[src/rtl/riscv_pkg.sv]
// Shared definitions for the execute-stage branch resolution unit:
// branch condition encodings (funct3) and the resolver FSM state type.
package riscv_pkg;

  // Branch condition select encodings (funct3 field)
  localparam logic [2:0] BR_BEQ  = 3'b000;
  localparam logic [2:0] BR_BNE  = 3'b001;
  localparam logic [2:0] BR_BLT  = 3'b100;
  localparam logic [2:0] BR_BGE  = 3'b101;
  localparam logic [2:0] BR_BLTU = 3'b110;
  localparam logic [2:0] BR_BGEU = 3'b111;

  // Resolver FSM states
  typedef enum logic [1:0] {
    BR_IDLE     = 2'd0,
    BR_REDIRECT = 2'd1,
    BR_FLUSH    = 2'd2
  } br_state_t;

endpackage

[src/rtl/branch_cond.sv]
// Branch condition evaluator: maps funct3 plus the ALU SUB flags to a
// single "condition true" bit. Purely combinational. The encodings
// 010/011 are not branch conditions and always evaluate false.
module branch_cond
  import riscv_pkg::*;
(
  input  logic [2:0] i_funct3,
  input  logic       i_zero,
  input  logic       i_negative,
  input  logic       i_carry,
  input  logic       i_over_flow,
  output logic       o_cond_true
);

  logic w_lt_signed;

  // Signed less-than after a SUB is N xor V.
  assign w_lt_signed = i_negative ^ i_over_flow;

  // Select the condition; carry set means a >= b unsigned.
  always_comb begin
    o_cond_true = 1'b0;
    case (i_funct3)
      BR_BEQ:  o_cond_true = i_zero;
      BR_BNE:  o_cond_true = ~i_zero;
      BR_BLT:  o_cond_true = w_lt_signed;
      BR_BGE:  o_cond_true = ~w_lt_signed;
      BR_BLTU: o_cond_true = ~i_carry;
      BR_BGEU: o_cond_true = i_carry;
      default: o_cond_true = 1'b0;
    endcase
  end

endmodule

[src/rtl/branch_resolve.sv]
// Execute-stage branch resolution unit. Decides taken/not-taken from the
// ALU SUB flags, computes target = pc + imm (wrapping), holds a redirect
// to fetch until acknowledged, then asserts flush for FLUSH_CYCLES cycles.
// Optional feature macro: BRANCH_STATS_EN adds saturating taken /
// not-taken counters (taken_cnt, not_taken_cnt).
module branch_resolve
  import riscv_pkg::*;
#(
  parameter int WIDTH        = 32,
  parameter int FLUSH_CYCLES = 2
) (
  input  logic             clk,
  input  logic             rst,
  input  logic             in_valid,
  output logic             in_ready,
  input  logic             in_branch,
  input  logic             in_jump,
  input  logic [2:0]       in_funct3,
  input  logic [WIDTH-1:0] in_pc,
  input  logic [WIDTH-1:0] in_imm,
  input  logic             alu_zero,
  input  logic             alu_negative,
  input  logic             alu_carry,
  input  logic             alu_over_flow,
  output logic             redirect_valid,
  output logic [WIDTH-1:0] redirect_pc,
  input  logic             redirect_ack,
  output logic             flush,
  output logic             resolved,
  output logic             taken,
  output logic             misalign_err
`ifdef BRANCH_STATS_EN
  ,
  output logic [31:0]      taken_cnt,
  output logic [31:0]      not_taken_cnt
`endif
);

  localparam logic [3:0] FLUSH_CNT = 4'(FLUSH_CYCLES);

  br_state_t        r_state;
  br_state_t        w_state_nxt;
  logic [3:0]       r_flush_cnt;
  logic [3:0]       w_flush_cnt_nxt;
  logic             r_redirect_valid;
  logic [WIDTH-1:0] r_redirect_pc;
  logic             r_flush;
  logic             r_resolved;
  logic             r_taken;
  logic             r_misalign;

  logic             w_accept;
  logic             w_cond_true;
  logic             w_taken;
  logic [WIDTH-1:0] w_target;
  logic             w_misalign;
  logic             w_load_pc;

  branch_cond u_cond (
    .i_funct3    (in_funct3),
    .i_zero      (alu_zero),
    .i_negative  (alu_negative),
    .i_carry     (alu_carry),
    .i_over_flow (alu_over_flow),
    .o_cond_true (w_cond_true)
  );

  assign in_ready   = (r_state == BR_IDLE);
  assign w_accept   = in_valid & in_ready;
  // Jump wins over branch; a descriptor that is neither is never taken.
  assign w_taken    = in_jump | (in_branch & w_cond_true);
  assign w_target   = in_pc + in_imm;
  assign w_misalign = w_taken & (w_target[1:0] != 2'b00);

  // FSM state and flush counter register.
  always_ff @(posedge clk or posedge rst) begin
    if (rst) begin
      r_state     <= BR_IDLE;
      r_flush_cnt <= 4'd0;
    end else begin
      r_state     <= w_state_nxt;
      r_flush_cnt <= w_flush_cnt_nxt;
    end
  end

  // Next-state, counter and redirect-target load decisions.
  always_comb begin
    w_state_nxt     = r_state;
    w_flush_cnt_nxt = r_flush_cnt;
    w_load_pc       = 1'b0;
    case (r_state)
      BR_IDLE: begin
        if (w_accept && w_taken && !w_misalign) begin
          w_state_nxt = BR_REDIRECT;
          w_load_pc   = 1'b1;
        end else begin
          w_state_nxt = BR_IDLE;
        end
      end
      BR_REDIRECT: begin
        if (redirect_ack) begin
          if (FLUSH_CNT == 4'd0) begin
            w_state_nxt = BR_IDLE;
          end else begin
            w_state_nxt     = BR_FLUSH;
            w_flush_cnt_nxt = FLUSH_CNT;
          end
        end else begin
          w_state_nxt = BR_REDIRECT;
        end
      end
      BR_FLUSH: begin
        w_flush_cnt_nxt = r_flush_cnt - 4'd1;
        if (r_flush_cnt <= 4'd1) begin
          w_state_nxt = BR_IDLE;
        end else begin
          w_state_nxt = BR_FLUSH;
        end
      end
      default: begin
        w_state_nxt     = BR_IDLE;
        w_flush_cnt_nxt = 4'd0;
      end
    endcase
  end

  // Registered outputs: derived from the next state so they line up with it.
  always_ff @(posedge clk or posedge rst) begin
    if (rst) begin
      r_redirect_valid <= 1'b0;
      r_redirect_pc    <= '0;
      r_flush          <= 1'b0;
      r_resolved       <= 1'b0;
      r_taken          <= 1'b0;
      r_misalign       <= 1'b0;
    end else begin
      r_redirect_valid <= (w_state_nxt == BR_REDIRECT);
      r_flush          <= (w_state_nxt == BR_FLUSH);
      r_resolved       <= w_accept;
      r_taken          <= w_accept & w_taken;
      r_misalign       <= w_accept & w_misalign;
      if (w_load_pc) begin
        r_redirect_pc <= w_target;
      end
    end
  end

  assign redirect_valid = r_redirect_valid;
  assign redirect_pc    = r_redirect_pc;
  assign flush          = r_flush;
  assign resolved       = r_resolved;
  assign taken          = r_taken;
  assign misalign_err   = r_misalign;

`ifdef BRANCH_STATS_EN
  logic [31:0] r_taken_cnt;
  logic [31:0] r_not_taken_cnt;

  // Saturating statistics; updated on the same edge that raises resolved.
  always_ff @(posedge clk or posedge rst) begin
    if (rst) begin
      r_taken_cnt     <= 32'd0;
      r_not_taken_cnt <= 32'd0;
    end else if (w_accept) begin
      if (w_taken) begin
        if (r_taken_cnt != 32'hFFFF_FFFF) r_taken_cnt <= r_taken_cnt + 32'd1;
      end else begin
        if (r_not_taken_cnt != 32'hFFFF_FFFF) r_not_taken_cnt <= r_not_taken_cnt + 32'd1;
      end
    end
  end

  assign taken_cnt     = r_taken_cnt;
  assign not_taken_cnt = r_not_taken_cnt;
`endif

endmodule
[config.mk]
export PLATFORM = sky130hd
export DESIGN_NAME = branch_resolve
export DESIGN_NICKNAME = d
export VERILOG_FILES = /design/src/rtl/riscv_pkg.sv /design/src/rtl/branch_cond.sv /design/src/rtl/branch_resolve.sv
export SDC_FILE = /design/constraint.sdc
export NUM_CORES = 1
export LEC_CHECK = 0
export CAP_MARGIN = 30
export CORE_ASPECT_RATIO = 0.7
export CORE_MARGIN = 5
export CORE_UTILIZATION = 25
export CTS_CLUSTER_DIAMETER = 60
export DETAILED_ROUTE_END_ITERATION = 16
export GPL_TIMING_DRIVEN = 0
export PLACE_DENSITY = 0.45
export SLEW_MARGIN = 10
export SYNTH_ARGS = -nofsm -noshare
export SYNTH_HDL_FRONTEND = slang
export SYNTH_SLANG_ARGS = --single-unit
[constraint.sdc]
create_clock -name clk -period 4.1 [get_ports clk]
set_input_delay 1.23 -clock clk [delete_from_list [all_inputs] [get_ports clk]]
set_output_delay 1.23 -clock clk [all_outputs]
set_load 0.02 [all_outputs]
==> results of run 1 <==
==> kinds of logic after synthesis <==
logic type | share of synthesized area (%)
mux | 1.23
xor+xnor | 8.23
simple gates | 17.8
flops | 32.0
buf+inv | 2.98
compound gates | 23.3
fa+ha+maj | 14.4
==> power groups by stage <==
stage          Clock [mW]  Combinational [mW]  Sequential [mW]
6_report            0.535               0.961            0.635
5_1_grt             0.566                1.04            0.653
4_1_cts             0.547               0.972            0.639
3_5_place_dp            0               0.967            0.644
3_3_place_gp            0               0.963            0.645
2_1_floorplan           0               0.346            0.793
==> final cells by class <==
| class | count | area (µm²) |
|---|---|---|
| Sequential cell | 43 | 1080 |
| Timing Repair Buffer | 115 | 1160 |
| Clock inverter | 3 | 67.6 |
| Fill cell | 1323 | 8230 |
| Tap cell | 185 | 231 |
| Buffer | 11 | 43.8 |
| Inverter | 15 | 56.3 |
| Multi-Input combinational cell | 315 | 2190 |
| Clock buffer | 5 | 125 |
==> Yosys cell counts, types with 4 or more instances <==
library cell  count
a21o_1           16
a21oi_1          32
a31oi_1           4
and3_1            6
clkbuf_1          9
dfrtp_1          43
ha_1             37
inv_1            15
nand2_1          44
nand2b_1          7
nand3_1           9
nand4_1           6
nor2_1           18
nor2b_1           5
nor3b_1           7
o21ai_0          44
o21bai_1          4
xnor2_1          16
xor2_1           13
==> worst max-delay path, stage by stage <==
cell and delay (ns):
clkdlybuf4s50_1 0.41, ha_1 0.23, fa_1 0.43, a211o_1 0.28
a21oi_1 0.24, o2111ai_1 0.27, nand4_1 0.20, a31oi_1 0.13
o41ai_2 0.26, xor2_1 0.16, o21ai_0 0.08
==> what timing repair did <==
action / in CTS / in global routing
setup endpoints to repair: 0 / 1
hold endpoints to repair: 0 / 0
setup buffers: 0 / 0
gates resized for setup: 0 / 1
==> metal layers <==
metal | vias to the layer above | GRT usage [%] | wire length (µm)
li1 | 1622 | - | -
met1 | 1447 | 20.0 | 5640
met2 | 101 | 19.7 | 4220
met3 | 7 | 3.34 | 755
met4 | 0 | 1.78 | 62
met5 | - | 0 | 0
==> through the flow <==
step                      TNS (ns)  total power [mW]
final                            0              2.13
after floorplan                  0              1.14
after detailed placement   -0.0591              1.61
after CTS                        0              2.16
after global placement     -0.0781              1.61
after global routing             0              2.26
==> path summary, 6_finish.rpt <==
kind                                 from         endpoint  slack [ns]
min                        redirect_pc[4]   redirect_pc[4]        0.48
min in group asynchronous             rst         resolved        1.20
min reg2reg                redirect_pc[4]   redirect_pc[4]        0.48
max in group asynchronous             rst  redirect_pc[24]        2.42
max reg2reg                    r_state[0]  redirect_pc[31]        2.01
max                              in_pc[0]  redirect_pc[28]        0.34
==> cell usage in the layout (no fill, tap or decap), types with 3 or more instances in the layout <==
| cell | count |
|---|---|
| o31ai_1 | 3 |
| a31oi_1 | 4 |
| and3_1 | 6 |
| a21oi_1 | 32 |
| nand3_1 | 9 |
| xor2_1 | 13 |
| clkbuf_16 | 5 |
| o21bai_1 | 4 |
| xnor2_1 | 16 |
| nor2b_1 | 5 |
| o21ai_0 | 44 |
| nor2_1 | 18 |
| clkbuf_1 | 9 |
| nand4_1 | 6 |
| dfrtp_1 | 43 |
| or2_2 | 3 |
| mux2i_1 | 3 |
| and2_1 | 3 |
| nor3b_1 | 7 |
| nor3_1 | 3 |
| ha_1 | 37 |
| a21o_1 | 16 |
| nand2_1 | 44 |
| inv_1 | 14 |
| nand2b_1 | 7 |
| clkdlybuf4s50_1 | 114 |
==> registers in the layout (all words and copies together), names as in the netlist <==
name / flops
flush: 1
misalign_err: 1
r_flush_cnt: 4
r_state: 2
redirect_pc: 32
redirect_valid: 1
resolved: 1
taken: 1
==> flow_summary.ini, run 1 <==
[grt]
track_usage_pct = 13.4
grt_max_degree = 34
grt_overflow = 0
grt_pass1_wl_um = 17000
grt_pass1_vias = 3193
grt_antenna_before_repair = 0

[pwr]
netSwitchingFraction_pct = 35.7
seq_power_share_pct = 29.8
p_sw_mw = 0.761
peakVddDrop_uv = 201
clockPowerShare_pct = 25.1
p_leak_nw = 2.18
intPower_mw = 1.37
p_comb_share_pct = 45.1
p_per_area_nw_per_um2 = 430

[finish]
final_util_pct = 37.6
syn_to_final_growth_pct = 47.4
diodes = 0
drive_gt1_share_pct = 4.73
final_area_um2 = 4950
final_nets = 621
stdcell_count = 692

[sta]
clock.fmax_ghz = 0.266
tightest_slew_ns = 0.588
final_max_slew_viol_count = 0
final_hold_viol_count = 0
fin_crit_ns = 3.76
hold_slack_ns = 0.480
fin_ws_ns = 0.342
skew_ns = 0.00455
rsz0062_at_grt = no
setup_viol = 0
post-route-period-util_pct = 91.7
max_slew_margin_pct = 60.8

[critical_path]
cp.arrival_ns = 3.92
cp.required_ns = 4.26
start_kind = input pin
end_kind = flip-flop
worstRegToRegCells = 9
crit_type = in2reg
critPathMaxFanout = 3

[logic_synthesis]
syn-mean-instance-area_um2 = 8.75
async_flop_share_pct = 100
netlist_area_um2 = 3360
syn-num-nets = 499
synth.distinct_cells = 50
synth.yosys.warnings = 0
synth_sequential_area_ratio_pct = 32.0
synth_cells = 384
synth.largest_area_cell = dfrtp_1
synth_edf_count = 0
synth.ff_latch_count = 43
synth.area.top_cells = dfrtp_1 (32%), ha_1 (14%), o21ai_0 (6.6%), nand2_1 (4.9%), a21oi_1 (4.8%)
synth_top_area_share_pct = 32.0
synth_ff_type = dfrtp_1

[run]
cap_viol_max_count = 0

[placed_design]
dp_hpwl_um = 8520
routabilityCongestion = 0.820
dpl_worst_slack_ns = -0.0591
place_area_um2 = 4750
placed_cells = 684
io_buffers = 114

[run_status]
status = completed

[cts]
clockBufferDepth = 2
cts_buffers = 5
clock_latency_ns = 0.29
cts.hold.buffers_added = 0
cts_tree = yes
clock_sinks = 43
htree_num_levels = 2
cts.clk_slew.worst_paths_ns = 0.07
cts_root_buf = clkbuf_16

[detailed_routing]
drc = 0
first_pass_iters = 4
wl_um = 10700
num_vias = 3177
avgViaCountPerCell = 4.59
drt_iter0_drc = 165
wl_per_cell_um = 15.4
drtAntennaViolNets = 0

[hold_path]
hold_depth = 2
min_path_type = reg2reg

[floorplan]
core_region_area_um2 = 13200
num_rows = 35
start_util_pct = 25.5
io_pins = 115
die_h_um = 107
die_area_um2 = 15900
dieWidth_um = 149
Power figures use the tool's default switching activity.
==> inputs of run 2 (changes only) <==
--- a/config.mk
+++ b/config.mk
@@ -6,7 +6,7 @@
 export NUM_CORES = 1
 export LEC_CHECK = 0
 export CAP_MARGIN = 30
-export CORE_ASPECT_RATIO = 0.7
+export CORE_ASPECT_RATIO = 0.5
 export CORE_MARGIN = 5
 export CORE_UTILIZATION = 25
 export CTS_CLUSTER_DIAMETER = 60
==> run 2 against run 1 <==
Compared with the run above:
- clock power shrank 23%
- sequential share of layout area grew 0.27 points
- die area grew 0.65%
- flip-flop and latch count is the same
- critical endpoint unchanged
- largest cell class unchanged
- wire length shrank 2.0%
- combinational power shrank 0.5%
- via count is the same
- non-clock buffer count is the same
- fmax shrank 2.7%
- count of clock-buffer cells in the layout grew 1
- sequential power is essentially flat
- first-iteration DRC count grew 17%
==> flow_summary.ini, run 2 (same netlist as run 1, synthesis figures left out) <==
[floorplan]
core_region_area_um2 = 12900
die_h_um = 92.0
num_rows = 29
start_util_pct = 26.0
io_pins = 115
die_area_um2 = 16000
dieWidth_um = 174

[grt]
grt_pass1_wl_um = 17200
grt_overflow = 0
grt_max_degree = 33
grt_antenna_before_repair = 0
track_usage_pct = 13.0
grt_pass1_vias = 3255

[finish]
syn_to_final_growth_pct = 45.6
layout_common_cells = clkdlybuf4s50_1 (114), nand2_1 (44), o21ai_0 (44), dfrtp_1 (43), ha_1 (37)
final_nets = 621
stdcell_count = 676
final_common_cell = clkdlybuf4s50_1
drive_gt1_share_pct = 4.74
largest_reg_flops = 32
final_area_um2 = 4890
num-fill-cells = 1353
diodes = 0

[critical_path]
cp.arrival_ns = 4.01
start_kind = input pin
crit_type = in2reg
cp.required_ns = 4.25
critPathMaxFanout = 3
end_kind = flip-flop

[sta]
final_hold_viol_count = 0
fin_crit_ns = 3.86
tightest_slew_ns = 0.635
skew_ns = 0.00418
max_slew_margin_pct = 57.7
setup_viol = 0
final_max_slew_viol_count = 0
post-route-period-util_pct = 94.2
clock.fmax_ghz = 0.259

[pwr]
seq_power_share_pct = 31.6
netSwitchingFraction_pct = 37.0
p_comb_share_pct = 47.8
p_sw_mw = 0.739
peakVddDrop_uv = 152
p_per_area_nw_per_um2 = 409
clockPowerShare_pct = 20.6
intPower_mw = 1.26
p_leak_nw = 2.16

[cts]
cts.clk_slew.worst_paths_ns = 0.06
clock_sinks = 43
cts_root_buf = clkbuf_16
clock_latency_ns = 0.29
htree_num_levels = 2
clockBufferDepth = 2
cts.hold.buffers_added = 0
postCtsSetupBuffers = 0
cts_resized = 0
cts_buffers = 5
cts_tree = yes

[detailed_routing]
wl_per_cell_um = 15.5
drt_iter0_drc = 193
first_pass_iters = 4
wl_um = 10500
drc = 0
drtAntennaViolNets = 0
num_vias = 3177
avgViaCountPerCell = 4.70

[placed_design]
dp_hpwl_um = 8450
placed_cells = 669
place_area_um2 = 4730
routabilityCongestion = 0.774
io_buffers = 114

[hold_path]
min_path_type = reg2reg

[run_status]
status = completed

[run]
cap_viol_max_count = 0
run 2: worst paths after layout:
kind                            startpoint               to  slack [ns]  cells past startpoint
hold / removal             redirect_pc[16]  redirect_pc[16]        0.48                      2
hold reg to reg            redirect_pc[16]  redirect_pc[16]        0.48                      2
max in group asynchronous              rst   redirect_pc[5]        2.43                      3
setup / recovery                  in_pc[0]  redirect_pc[28]        0.24                     11
setup reg to reg                r_state[0]  redirect_pc[31]        2.02                      9
min in group asynchronous              rst   redirect_pc[0]        1.20                      2
run 2: layout make-up:
cell class | count | area, µm² | area share (%)
clock buffer | 6 | 139 | 2.84
buffer | 11 | 43.8 | 0.895
tap | 170 | 213 | 4.35
clock inverter | 1 | 5.00 | 0.102
sequential | 43 | 1080 | 22.0
inverter | 15 | 56.3 | 1.15
multi-input combinational | 315 | 2200 | 44.9
timing repair buffer | 115 | 1160 | 23.7
run 2: critical path, cell delays in order:
cell	delay (ns)
clkdlybuf4s50_1	0.40
ha_1	0.23
fa_1	0.46
a211o_1	0.29
a21oi_1	0.29
o2111ai_2	0.23
nand4_1	0.20
a31oi_1	0.14
o41ai_2	0.28
xor2_1	0.16
o21ai_0	0.08
run 2: through the flow:
step | util, % | TNS (ns) | hold WS, ns | power, mW | setup slack (ns)
5_1_grt | 37.9 | -0.00918 | 0.504 | 2.15 | -0.00918
3_5_place_dp | 36.6 | -0.208 | 0.471 | 1.61 | -0.208
2_1_floorplan | - | 0 | 0.473 | 1.14 | 0.792
6_report | 37.9 | 0 | 0.479 | 2.00 | 0.238
4_1_cts | 37.8 | 0 | 0.486 | 2.03 | 0.0657
3_3_place_gp | 36.5 | -0.248 | 0.462 | 1.60 | -0.235
run 2: power by group through the flow:
stage | clock network, mW | registers [mW] | logic, mW
detailed placement | 0 | 0.644 | 0.967
floorplan | 0 | 0.793 | 0.346
global route | 0.449 | 0.654 | 1.04
CTS | 0.424 | 0.637 | 0.970
global placement | 0 | 0.637 | 0.966
finish | 0.411 | 0.633 | 0.956
run 2: routing by layer:
metal	vias up	wire length, µm	track usage (%)
met5	-	0	0
met4	0	60	1.97
met3	4	454	2.59
li1	1624	-	-
met2	56	4640	21.2
met1	1493	5310	18.4
